## src/rtl/add_share_arb.sv

```systemverilog
// Round-robin arbiter sharing one fixed-point adder among NUM_REQ requesters.
// Define ADD_SHARE_ARB_SAT_EN for saturating adds; otherwise the sum wraps.
module add_share_arb #(
  parameter int unsigned WIDTH        = 32,
  parameter int unsigned DECIMAL_BITS = 16,
  parameter int unsigned NUM_REQ      = 4,
  parameter int unsigned ID_W         = $clog2(NUM_REQ)
) (
  input  logic                     clk,
  input  logic                     reset,
  input  logic [NUM_REQ-1:0]       req_valid_in,
  output logic [NUM_REQ-1:0]       req_ready_out,
  input  logic [NUM_REQ*WIDTH-1:0] a_in,
  input  logic [NUM_REQ*WIDTH-1:0] b_in,
  output logic                     sum_valid_out,
  input  logic                     sum_ready_in,
  output logic [WIDTH-1:0]         sum_out,
  output logic [ID_W-1:0]          sum_id_out
);

  if (NUM_REQ < 2 || NUM_REQ > 8) begin : gen_bad_num_req
    $error("add_share_arb: NUM_REQ must be in 2..8");
  end
  if (DECIMAL_BITS >= WIDTH) begin : gen_bad_frac
    $error("add_share_arb: DECIMAL_BITS must be below WIDTH");
  end

  logic             sum_valid_q;
  logic [WIDTH-1:0] sum_q;
  logic [ID_W-1:0]  sum_id_q;
  logic [ID_W-1:0]  ptr_q;

  logic [WIDTH-1:0] a_arr [NUM_REQ];
  logic [WIDTH-1:0] b_arr [NUM_REQ];
  logic [ID_W:0]    cand;
  logic [ID_W-1:0]  cand_id;
  logic [ID_W-1:0]  grant_idx;
  logic             grant_found;
  logic             stage_free;
  logic             fire;
  logic [WIDTH-1:0] a_sel, b_sel, sum_raw, sum_res;

  always_comb begin
    for (int unsigned i = 0; i < NUM_REQ; i++) begin
      a_arr[i] = a_in[i*WIDTH +: WIDTH];
      b_arr[i] = b_in[i*WIDTH +: WIDTH];
    end
  end

  // Scan from ptr upward; cand has one spare bit so ptr+k can wrap by subtraction.
  always_comb begin
    grant_found = 1'b0;
    grant_idx   = '0;
    cand        = '0;
    cand_id     = '0;
    for (int unsigned k = 0; k < NUM_REQ; k++) begin
      cand = {1'b0, ptr_q} + (ID_W+1)'(k);
      if (cand >= (ID_W+1)'(NUM_REQ)) cand = cand - (ID_W+1)'(NUM_REQ);
      cand_id = cand[ID_W-1:0];
      if (!grant_found && req_valid_in[cand_id]) begin
        grant_found = 1'b1;
        grant_idx   = cand_id;
      end
    end
  end

  assign stage_free    = !sum_valid_q || sum_ready_in;
  assign fire          = stage_free && grant_found && !reset;
  assign req_ready_out = fire ? (NUM_REQ'(1) << grant_idx) : '0;

  always_comb begin
    a_sel   = a_arr[grant_idx];
    b_sel   = b_arr[grant_idx];
    sum_raw = a_sel + b_sel;
    sum_res = sum_raw;
`ifdef ADD_SHARE_ARB_SAT_EN
    // Same-sign operands producing an opposite-sign result means overflow.
    if (a_sel[WIDTH-1] == b_sel[WIDTH-1] && sum_raw[WIDTH-1] != a_sel[WIDTH-1]) begin
      sum_res = a_sel[WIDTH-1] ? {1'b1, {(WIDTH-1){1'b0}}} : {1'b0, {(WIDTH-1){1'b1}}};
    end
`else
    sum_res = sum_raw;
`endif
  end

  always_ff @(posedge clk) begin
    if (reset) begin
      sum_valid_q <= 1'b0;
      sum_q       <= '0;
      sum_id_q    <= '0;
      ptr_q       <= '0;
    end else if (fire) begin
      sum_valid_q <= 1'b1;
      sum_q       <= sum_res;
      sum_id_q    <= grant_idx;
      ptr_q       <= (grant_idx == ID_W'(NUM_REQ - 1)) ? '0 : grant_idx + 1'b1;
    end else if (sum_ready_in) begin
      sum_valid_q <= 1'b0;
    end
  end

  assign sum_valid_out = sum_valid_q;
  assign sum_out       = sum_q;
  assign sum_id_out    = sum_id_q;

endmodule

```

## config.mk

```make
export PLATFORM = sky130hd
export DESIGN_NAME = add_share_arb
export DESIGN_NICKNAME = d
export VERILOG_FILES = /design/src/rtl/add_share_arb.sv
export SDC_FILE = /design/constraint.sdc
export NUM_CORES = 1
export LEC_CHECK = 0
export ABC_CLOCK_PERIOD_IN_PS = 9100
export CORE_AREA = 2 2 119 121
export DETAILED_ROUTE_END_ITERATION = 10
export DIE_AREA = 0 0 121 123
export GPL_ROUTABILITY_DRIVEN = 0
export HOLD_SLACK_MARGIN = 0.06
export MAX_ROUTING_LAYER = met4
export PLACE_DENSITY_LB_ADDON = 0.1
export RECOVER_POWER = 100
export SLEW_MARGIN = 5
export SYNTH_ARGS = -nofsm -noshare
export SYNTH_HDL_FRONTEND = slang
export SYNTH_SLANG_ARGS = --single-unit
```

## constraint.sdc

```tcl
create_clock -name clk -period 9.1 [get_ports clk]
set_input_delay 1.82 -clock clk [delete_from_list [all_inputs] [get_ports clk]]
set_output_delay 1.82 -clock clk [all_outputs]
set_load 0.01 [all_outputs]
```

==> flow_summary.yaml, run 1 <==
power:
  ir_worst_vdd_mv: 0.0956
  power_switching_mw: 0.790
  power.share.clock_pct: 10.3
  finalPower_mw: 1.69
  pwr-share-seq_pct: 15.8
  p_leak_nw: 3.63
  comb_power_share_pct: 73.8
  powerDensity_nw_per_um2: 205
  p_int_mw: 0.898
  switching_share_pct: 46.8
finish:
  layout_commonest_cell: "nand2_1"
  design_area_sq_um: 8210
  final_core_util_pct: 60.3
  fill_cells: 1327
  multi_input_area_sq_um: 3970
  syn2layout_area_growth_pct: 63.8
  register_area_sq_um: 741
  final_nets: 1380
  drive_gt1_share_pct: 2.59
  mostFrequentLayoutCells: "nand2_1 (315), clkdlybuf4s50_1 (262), a31oi_1 (66)"
yosys:
  synth_mux_area_share_pct: 0.824
  yosys_register_bits: 37
  synth_top_family_by_area: "simple AND/OR/NAND/NOR gates"
  synthAdderAreaFrac_pct: 9.13
  syn_area_per_cell_sq_um: 6.08
  synth_edf_count: 0
  ys.warnings.count: 0
  synth_area_sq_um: 5010
  synth_fp_nets: 1123
  synth_compound_area_share_pct: 26.7
  synth_xor_area_share_pct: 5.07
  ys_async_sr_fraction_pct: 0
  synth_ff_type: "dfxtp_1"
  synth_cell_types: 53
  netlist_instances: 824
  yosys.area_share.simple_pct: 37.8
  seq_area_frac_synth_pct: 14.8
clocking:
  cts_made_buffers: 5
  cts_root_buf: "clkbuf_16"
  postCtsHoldBufs: 0
  clock_latency_ns: 0.28
  post_cts_resized: 0
  clk_path_buf_depth: 2
  cts_sinks: 37
  htreeDepth: 2
  tritoncts: "done"
  clk_pin_slew_worst_paths_ns: 0.05
  postCtsSetupRepairBufs: 0
floorplan:
  die_w_um: 121
  coreArea_sq_um: 13600
  die_y_um: 123
  io_pins: 302
  die_area_sq_um: 14900
  rows: 43
  initial_core_util_pct: 36.8
worst_setup_path:
  worst_setup_path_end_kind: "flip-flop"
  crit_fanout: 85
  path_cells: "dlygate4sd3_1 > a21oi_1 > o21a_1 > o22ai_4 > buf_4 > inv_4 > buf_4 > nand2_1 > and3_1 > a31oi_1 > ha_1 > a21o_1 > nand4_1 > a211oi_1 > or4_1 > a31oi_1 > o31ai_1 > xnor2_1 > o21ai_0"
  startpoint_type: "input pin"
  reg2regPathDepth: 16
  worstSetupPathType: "input pin to flip-flop"
  worstPathArrival_ns: 7.14
  required_ns: 9.24
  crit_path_top_delay_cell: "a31oi_1"
  worst_r2r_endpoint: "sum_out[23]$_SDFFE_PP0P_"
  r2r_start: "ptr_q[1]$_SDFFE_PP0P_"
  slowest_delay_ns: 0.68
  r2r_slack_ns: 3.83
placement:
  place_area_sq_um: 8100
  portBuffers: 301
  hpwl_mm: 17.3
timing:
  fin_skew_ns: 0.00631
  clock.fmax_ghz: 0.143
  drv_slew: 0
  period_minus_slack_ns: 7.01
  relSlewSlack_pct: 34.4
  period_share_pct: 77.0
  rsz0062_at_grt: "false"
  final.setup.tns_ns: 0
  hold_viol_final: 0
  tightest_slew_ns: 0.984
  timing.hold.ws_ns: 0.440
  setup_viol: 0
global_route:
  grt.overflow.total: 0
  antenna_found_initial: 1
  grt_max_degree: 95
  grt_pass1_vias: 6468
  grt_util_all_layers_pct: 28.7
  grt_pass1_wl_mm: 32.8
routing:
  avgViaCountPerCell: 5.29
  ant_nets: 0
  dr.pass1.iters: 5
  drc: 0
  vias: 6678
  drt-wirelength-per-cell_um: 17.0
  drt_iter0_markers: 585
  routed_wirelength_mm: 21.5
min_path:
  hold_depth: 2
  hp-class: "flip-flop to flip-flop"
  whs_endpoint: "sum_out[21]$_SDFFE_PP0P_"
  hold_start: "sum_out[21]$_SDFFE_PP0P_"
job:
  cap_violations: 0
run_status:
  status: "finished, final reports clean"
==> power groups by stage <==
stage                     sequential, mW  clock, mW  combinational (mW)
after global placement             0.272          0                1.26
after global routing               0.275      0.184                1.36
final                              0.267      0.174                1.25
after detailed placement           0.273          0                1.27
after floorplan                    0.296          0               0.768
after CTS                          0.270      0.177                1.28
==> worst max-delay path by stage <==
stage / end / start / slack, ns / depth (start not counted)
final: sum_out[23]$_SDFFE_PP0P_ / req_valid_in[0] / 2.09 / 19
after global routing: sum_out[27]$_SDFFE_PP0P_ / req_valid_in[0] / 1.76 / 19
after CTS: sum_out[31]$_SDFFE_PP0P_ / req_valid_in[0] / 2.62 / 19
after detailed placement: sum_out[31]$_SDFFE_PP0P_ / req_valid_in[0] / 2.33 / 19
after global placement: sum_out[31]$_SDFFE_PP0P_ / req_valid_in[0] / 2.36 / 19
after floorplan: req_ready_out[0] / req_valid_in[2] / 4.02 / 8
==> metrics by stage <==
step | setup slack, ns | instances
floorplan | 4.02 | 824
global placement | 2.36 | 1254
detailed placement | 2.33 | 1254
CTS | 2.62 | 1262
global route | 1.76 | 1263
finish | 2.09 | 1263
==> synth_stat cells (7+ instances only) <==
cell type	count	area, sq um
a211oi_1	9	67.6
a21o_1	17	128
a21oi_1	55	275
a31oi_1	65	407
and3_1	63	394
buf_1	12	45.0
buf_2	7	35.0
clkbuf_1	39	146
dfxtp_1	37	741
ha_1	35	438
inv_1	14	52.6
nand2_1	315	1180
nor2_1	25	93.8
o21ai_0	19	95.1
xnor2_1	16	140
xor2_1	13	114
==> worst max-delay path, delay by kind of cell <==
kind,cells,cell delay (ns)
xor gates and xnor gates,1,0.20
buffers and inverters,4,1.97
and+or+nand+nor,4,0.86
AOI/OAI and AO/OA,9,1.89
adders and majority gates,1,0.29
==> per-layer routing <==
layer	share of wire, %	track usage (%)	vias up
met5	0	-	-
met4	2.4	8.36	0
met3	6.9	4.89	31
met2	48	47.8	267
met1	43	35.7	3005
li1	-	-	3375
==> kinds of logic after synthesis <==
group | after synthesis
AND/OR/NAND/NOR | 438
AO/OA/AOI/OAI | 207
buffers and inverters | 73
flip-flops | 37
adder cells (fa/ha/maj) | 36
XOR/XNOR | 29
multiplexers | 4
==> area by class of cell <==
| cell class | instances | share of cell area, % |
|---|---|---|
| antenna | 1 | 0.0305 |
| clock buffer | 6 | 1.69 |
| clock inverter | 2 | 0.168 |
| inverter | 15 | 0.716 |
| multi-input combinational | 714 | 48.3 |
| sequential | 37 | 9.02 |
| tap | 180 | 2.74 |
| timing repair buffer | 308 | 37.3 |
==> state kept, by name (all words and copies together), names as in the netlist <==
register and count:
ptr_q 2, sum_id_out 2, sum_out 32, sum_valid_out 1
(Power assumes the default switching activity.)
==> run 2: changes to the inputs <==
--- a/config.mk
+++ b/config.mk
@@ -5,10 +5,10 @@
 export SDC_FILE = /design/constraint.sdc
 export NUM_CORES = 1
 export LEC_CHECK = 0
-export ABC_CLOCK_PERIOD_IN_PS = 9100
-export CORE_AREA = 2 2 119 121
+export ABC_CLOCK_PERIOD_IN_PS = 6240
+export CORE_ASPECT_RATIO = 1.75
+export CORE_UTILIZATION = 35
 export DETAILED_ROUTE_END_ITERATION = 10
-export DIE_AREA = 0 0 121 123
 export GPL_ROUTABILITY_DRIVEN = 0
 export HOLD_SLACK_MARGIN = 0.06
 export MAX_ROUTING_LAYER = met4
==> constraint.sdc (replaced) <==
create_clock -name clk -period 6.24 [get_ports clk]
set_input_delay 1.248 -clock clk [delete_from_list [all_inputs] [get_ports clk]]
set_output_delay 1.248 -clock clk [all_outputs]
set_load 0.01 [all_outputs]
==> run 2 against run 1 <==
  * Critical path depth down 1
  * Non-clock buffer count grew 3
  * Sequential share of layout area hardly changed
  * Flip-flop and latch count stayed put
  * Combinational power up 45%
  * Clock skew down 0.0016 ns
  * First-iteration DRC count is 46% lower
  * Critical path type unchanged
  * Largest power group unchanged
  * Clock-buffer cell count down 1
  * Via count is 0.60% higher
  * Global-route usage is 0.93 points lower
  * Die area decreased by 0.38%
==> flow_summary.yaml, run 2 (synthesis gave the netlist of run 1 again) <==
run_status:
  status: "finished, final reports clean"
finish:
  fill_cells: 1435
  register_area_sq_um: 741
  drive_gt1_share_pct: 2.95
  layout_commonest_cell: "nand2_1"
  multi_input_area_sq_um: 3990
  syn2layout_area_growth_pct: 64.7
  mostFrequentLayoutCells: "nand2_1 (315), clkdlybuf4s50_1 (261), a31oi_1 (65)"
  largest_reg_flops: 32
  diodes: 0
  final_nets: 1383
clocking:
  tritoncts: "done"
  clock_latency_ns: 0.29
  cts_sinks: 37
  cts_root_buf: "clkbuf_16"
  clk_pin_slew_worst_paths_ns: 0.06
  htreeDepth: 2
  post_cts_resized: 0
  postCtsHoldBufs: 0
  cts_made_buffers: 5
  clk_path_buf_depth: 2
  postCtsSetupRepairBufs: 0
worst_setup_path:
  crit_fanout: 72
  slowest_delay_ns: 0.59
  reg2regPathDepth: 17
  worst_setup_path_end_kind: "flip-flop"
  startpoint_type: "input pin"
  cp_top_family: "compound AO/OA/AOI/OAI gates"
  worstSetupPathType: "input pin to flip-flop"
  path_cells: "dlygate4sd3_1 > a21oi_1 > o21a_1 > o22ai_1 > inv_4 > buf_4 > nand2_1 > and3_1 > a31oi_1 > ha_1 > a21o_1 > a21oi_1 > a211oi_1 > or4_1 > a31oi_4 > o21bai_2 > xnor2_1 > a211oi_2"
  r2r_start: "ptr_q[1]$_SDFFE_PP0P_"
  path_depth: 18
  cp-startpoint: "req_valid_in[0]"
  crit_path_top_delay_cell: "dlygate4sd3_1"
  worstPathArrival_ns: 5.75
  cpMostUsedCell: "a21oi_1"
  required_ns: 6.36
  crit_buf_inv: 3
timing:
  hold_viol_final: 0
  period_minus_slack_ns: 5.63
  rsz0062_at_grt: "false"
  fin_skew_ns: 0.00473
  timing.hold.ws_ns: 0.446
  tightest_slew_ns: 1.15
  clock.fmax_ghz: 0.178
  setup_viol: 0
  relSlewSlack_pct: 23.6
  period_share_pct: 90.3
  final.setup.tns_ns: 0
  drv_slew: 0
power:
  power.share.clock_pct: 10.4
  p_int_mw: 1.31
  switching_share_pct: 46.6
  pwr-share-seq_pct: 15.8
  ir_worst_vdd_mv: 0.167
  p_leak_nw: 3.65
  powerDensity_nw_per_um2: 297
  comb_power_share_pct: 73.8
  power_switching_mw: 1.14
global_route:
  grt_pass1_vias: 6418
  grt.overflow.total: 0
  grt_pass1_wl_mm: 32.0
  grt_util_all_layers_pct: 27.7
  antenna_found_initial: 0
  grt_max_degree: 129
routing:
  drc: 0
  routed_wirelength_mm: 20.8
  ant_nets: 0
  dr_wl_met3_um: 995
  drt_iter0_markers: 317
  vias: 6718
  drt-wirelength-per-cell_um: 16.5
  avgViaCountPerCell: 5.32
  met1_length_mm: 7.73
  top_layer_used: "met4"
  route.met2.wl_mm: 11.6
  dr.pass1.iters: 5
job:
  cap_violations: 0
floorplan:
  die_y_um: 160
  initial_core_util_pct: 36.1
  io_pins: 302
  die_w_um: 92.5
  die_area_sq_um: 14800
  coreArea_sq_um: 13900
  rows: 57
placement:
  portBuffers: 301
  hpwl_mm: 16.7
min_path:
  hold_start: "sum_out[18]$_SDFFE_PP0P_"
  hp-class: "flip-flop to flip-flop"
  hold_depth: 2
-- run 2: cell count changes in the layout (fill, tap and decap cells not counted), sizes merged --
cell           previous run  this run
buf                       7         9
clkdlybuf4s50           262       261
clkinvlp                  0         1
diode                     1         0
dlygate4sd3              39        40
-- run 2: stage by stage --
| stage | instances | worst slack [ns] | instance area, sq um | utilization (%) | total power, mW |
|---|---|---|---|---|---|
| 6_report | 1262 | 0.608 | 8260 | 59.4 | 2.45 |
| 5_1_grt | 1262 | 0.330 | 8260 | 59.4 | 2.64 |
| 4_1_cts | 1262 | 0.941 | 8290 | 59.6 | 2.50 |
| 3_5_place_dp | 1254 | 0.659 | 8150 | 58.6 | 2.24 |
| 3_3_place_gp | 1254 | 0.721 | 8150 | 58.6 | 2.23 |
| 2_1_floorplan | 824 | 1.78 | 5010 | - | 1.55 |
-- run 2: layout make-up --
class / instances / share of cell area, %
Multi-Input combinational cell: 714 / 48.3
Timing Repair Buffer: 311 / 37.7
Sequential cell: 37 / 8.97
Clock inverter: 3 / 0.212
Inverter: 15 / 0.712
Tap cell: 177 / 2.68
Clock buffer: 5 / 1.52
-- run 2: worst register-to-register path: stages (launching register included) --
cell and delay, ns:
dfxtp_1 0.44, a21oi_1 0.09, o21a_1 0.17, o22ai_1 0.37, inv_4 0.35, buf_4 0.36, nand2_1 0.08, and3_1 0.15
a31oi_1 0.05, ha_1 0.40, a21o_1 0.20, a21oi_1 0.30, a211oi_1 0.13, or4_1 0.50, a31oi_4 0.30, o21bai_2 0.11
xnor2_1 0.20, a211oi_2 0.09
-- run 2: power groups by stage --
stage,sequential (mW),clock [mW],combinational (mW)
2_1_floorplan,0.431,0,1.12
3_3_place_gp,0.394,0,1.84
3_5_place_dp,0.397,0,1.84
4_1_cts,0.393,0.255,1.85
5_1_grt,0.401,0.265,1.97
6_report,0.388,0.254,1.81
-- run 2: metal layers --
layer	vias to the layer above	global-route usage, %
li1	3371	-
met1	3064	28.8
met2	246	53.3
met3	37	3.46
met4	0	7.81
met5	-	-
-- run 2: final timing paths --
path,to,slack [ns]
hold reg to reg,sum_out[18]$_SDFFE_PP0P_,0.45
setup / recovery,sum_out[31]$_SDFFE_PP0P_,0.61
setup reg to reg,sum_out[31]$_SDFFE_PP0P_,1.79
hold / removal,sum_out[18]$_SDFFE_PP0P_,0.45
==> edit, RTL diff (config.mk and constraints of run 2) <==
Build with the macro `ADD_SHARE_ARB_SAT_EN` defined.
--- a/src/rtl/add_share_arb.sv
+++ b/src/rtl/add_share_arb.sv
@@ -1,5 +1,7 @@
 // Round-robin arbiter sharing one fixed-point adder among NUM_REQ requesters.
 // Define ADD_SHARE_ARB_SAT_EN for saturating adds; otherwise the sum wraps.
+`define ADD_SHARE_ARB_SAT_EN
+
 module add_share_arb #(
   parameter int unsigned WIDTH        = 32,
   parameter int unsigned DECIMAL_BITS = 16,
Behaviour: not the same (a bounded check fails within 4 cycles, from zero or initial values and one cycle with reset high).
==> edit against run 2 <==
  * Sequential power fell by 1%
  * Die area grew 1.1%
  * Maximum frequency shrank 2.0%
  * Clock power is 17% higher
  * Wire length fell by 3.0%
  * Sequential cell count did not move
  * Critical path type unchanged
  * Total power is 17% higher
  * Design area is 2.6% higher
  * Largest cell class unchanged
  * The run now ends with capacitance limit, slew limit left
  * Worst setup slack lost 0.12 ns
  * Critical endpoint is now sum_out[28]
  * Area after synthesis is 1.1% higher
==> edit: results (changes against run 2) <==
| Metric | Value | vs run 2 |
|---|---|---|
| Result of the run | finished, violations left |  |
| Violations in the final reports | capacitance limit, slew limit |  |
| Tot GR Track Use | 0.273 | -0.00404 |
| Register share of the cell area | 0.0875 | -0.00224 |
| Fraction of layout instances using a drive strength above 1 | 0.0307 | +0.00125 |
| Launch point of the worst path | req_valid_in[2] |  |
| Unique cell type count in the Yosys netlist | 59 | +11% |
| Total number of vias | 6841 | +1.8% |
| Internal Dissipation | 1.53 mW | +17% |
| Relative slew slack | -0.131 | -0.367 |
| Clock buf/inv share | 0.0204 | +0.00311 |
| Met3 usage | 0.0386 | +0.00404 |
| Final-layout non-clock buffer area share | 0.381 | +0.00464 |
| Proportion of synthesized chip area in sequential cells | 0.146 | -0.00160 |
| Met2 layer usage reported by global route | 0.523 | -0.00960 |
| Synthesized-area fraction occupied by xor and xnor cells | 0.0380 | -0.0126 |
| R2R setup slack | 1.74 ns | -0.05 ns |
| Static power due to leakage | 3.70 nW | +1.5% |
| First-pass GRT wire length | 32.3 mm | +0.97% |
| Post-synthesis adder-cell area fraction | 0.0903 | -0.000992 |
| Depth of the worst register-to-register path | 20 | +3 |
| Max Fanout on Critical Path | 65 | -9.7% |
| Routed Wire Length | 20.2 mm | -3.0% |
| Drt first-iter violations | 259 | -18% |
| Most area-consuming cells after synthesis | nand2_1 (20%), dfxtp_1 (15%), ha_1 (8.6%) |  |
| Max Cap Violations | 1 | +1 |
| Post-DP HPWL | 16.1 mm | -3.5% |
| Number of pins with negative max-slew slack in the final report | 38 | +38 |
| Maximum number of pins on one net before global-route repair | 68 | -47% |
| Commonest cells post-synth | nand2_1 (271), a21oi_1 (75), a31oi_1 (66) |  |
[edit: per-stage QoR]
step | worst slack (ns) | cell area (µm²) | total power [mW] | std cells | hold slack, ns
global route | 0.174 | 8470 | 3.12 | 1284 | 0.500
CTS | 0.662 | 8490 | 2.93 | 1283 | 0.470
global placement | 0.447 | 8320 | 2.61 | 1275 | 0.456
floorplan | 1.03 | 5070 | 1.79 | 835 | 0.479
finish | 0.492 | 8470 | 2.87 | 1284 | 0.460
detailed placement | 0.385 | 8320 | 2.62 | 1275 | 0.462
[edit: worst min-delay path by stage]
stage | start | to | slack (ns) | cells after the start
4_1_cts | sum_out[0] | sum_out[0] | 0.47 | 2
3_5_place_dp | sum_id_out[1] | sum_id_out[1] | 0.46 | 2
3_3_place_gp | sum_id_out[0] | sum_id_out[0] | 0.46 | 2
2_1_floorplan | sum_out[0] | sum_out[0] | 0.48 | 2
6_report | sum_out[0] | sum_out[0] | 0.46 | 2
5_1_grt | sum_out[0] | sum_out[0] | 0.50 | 2
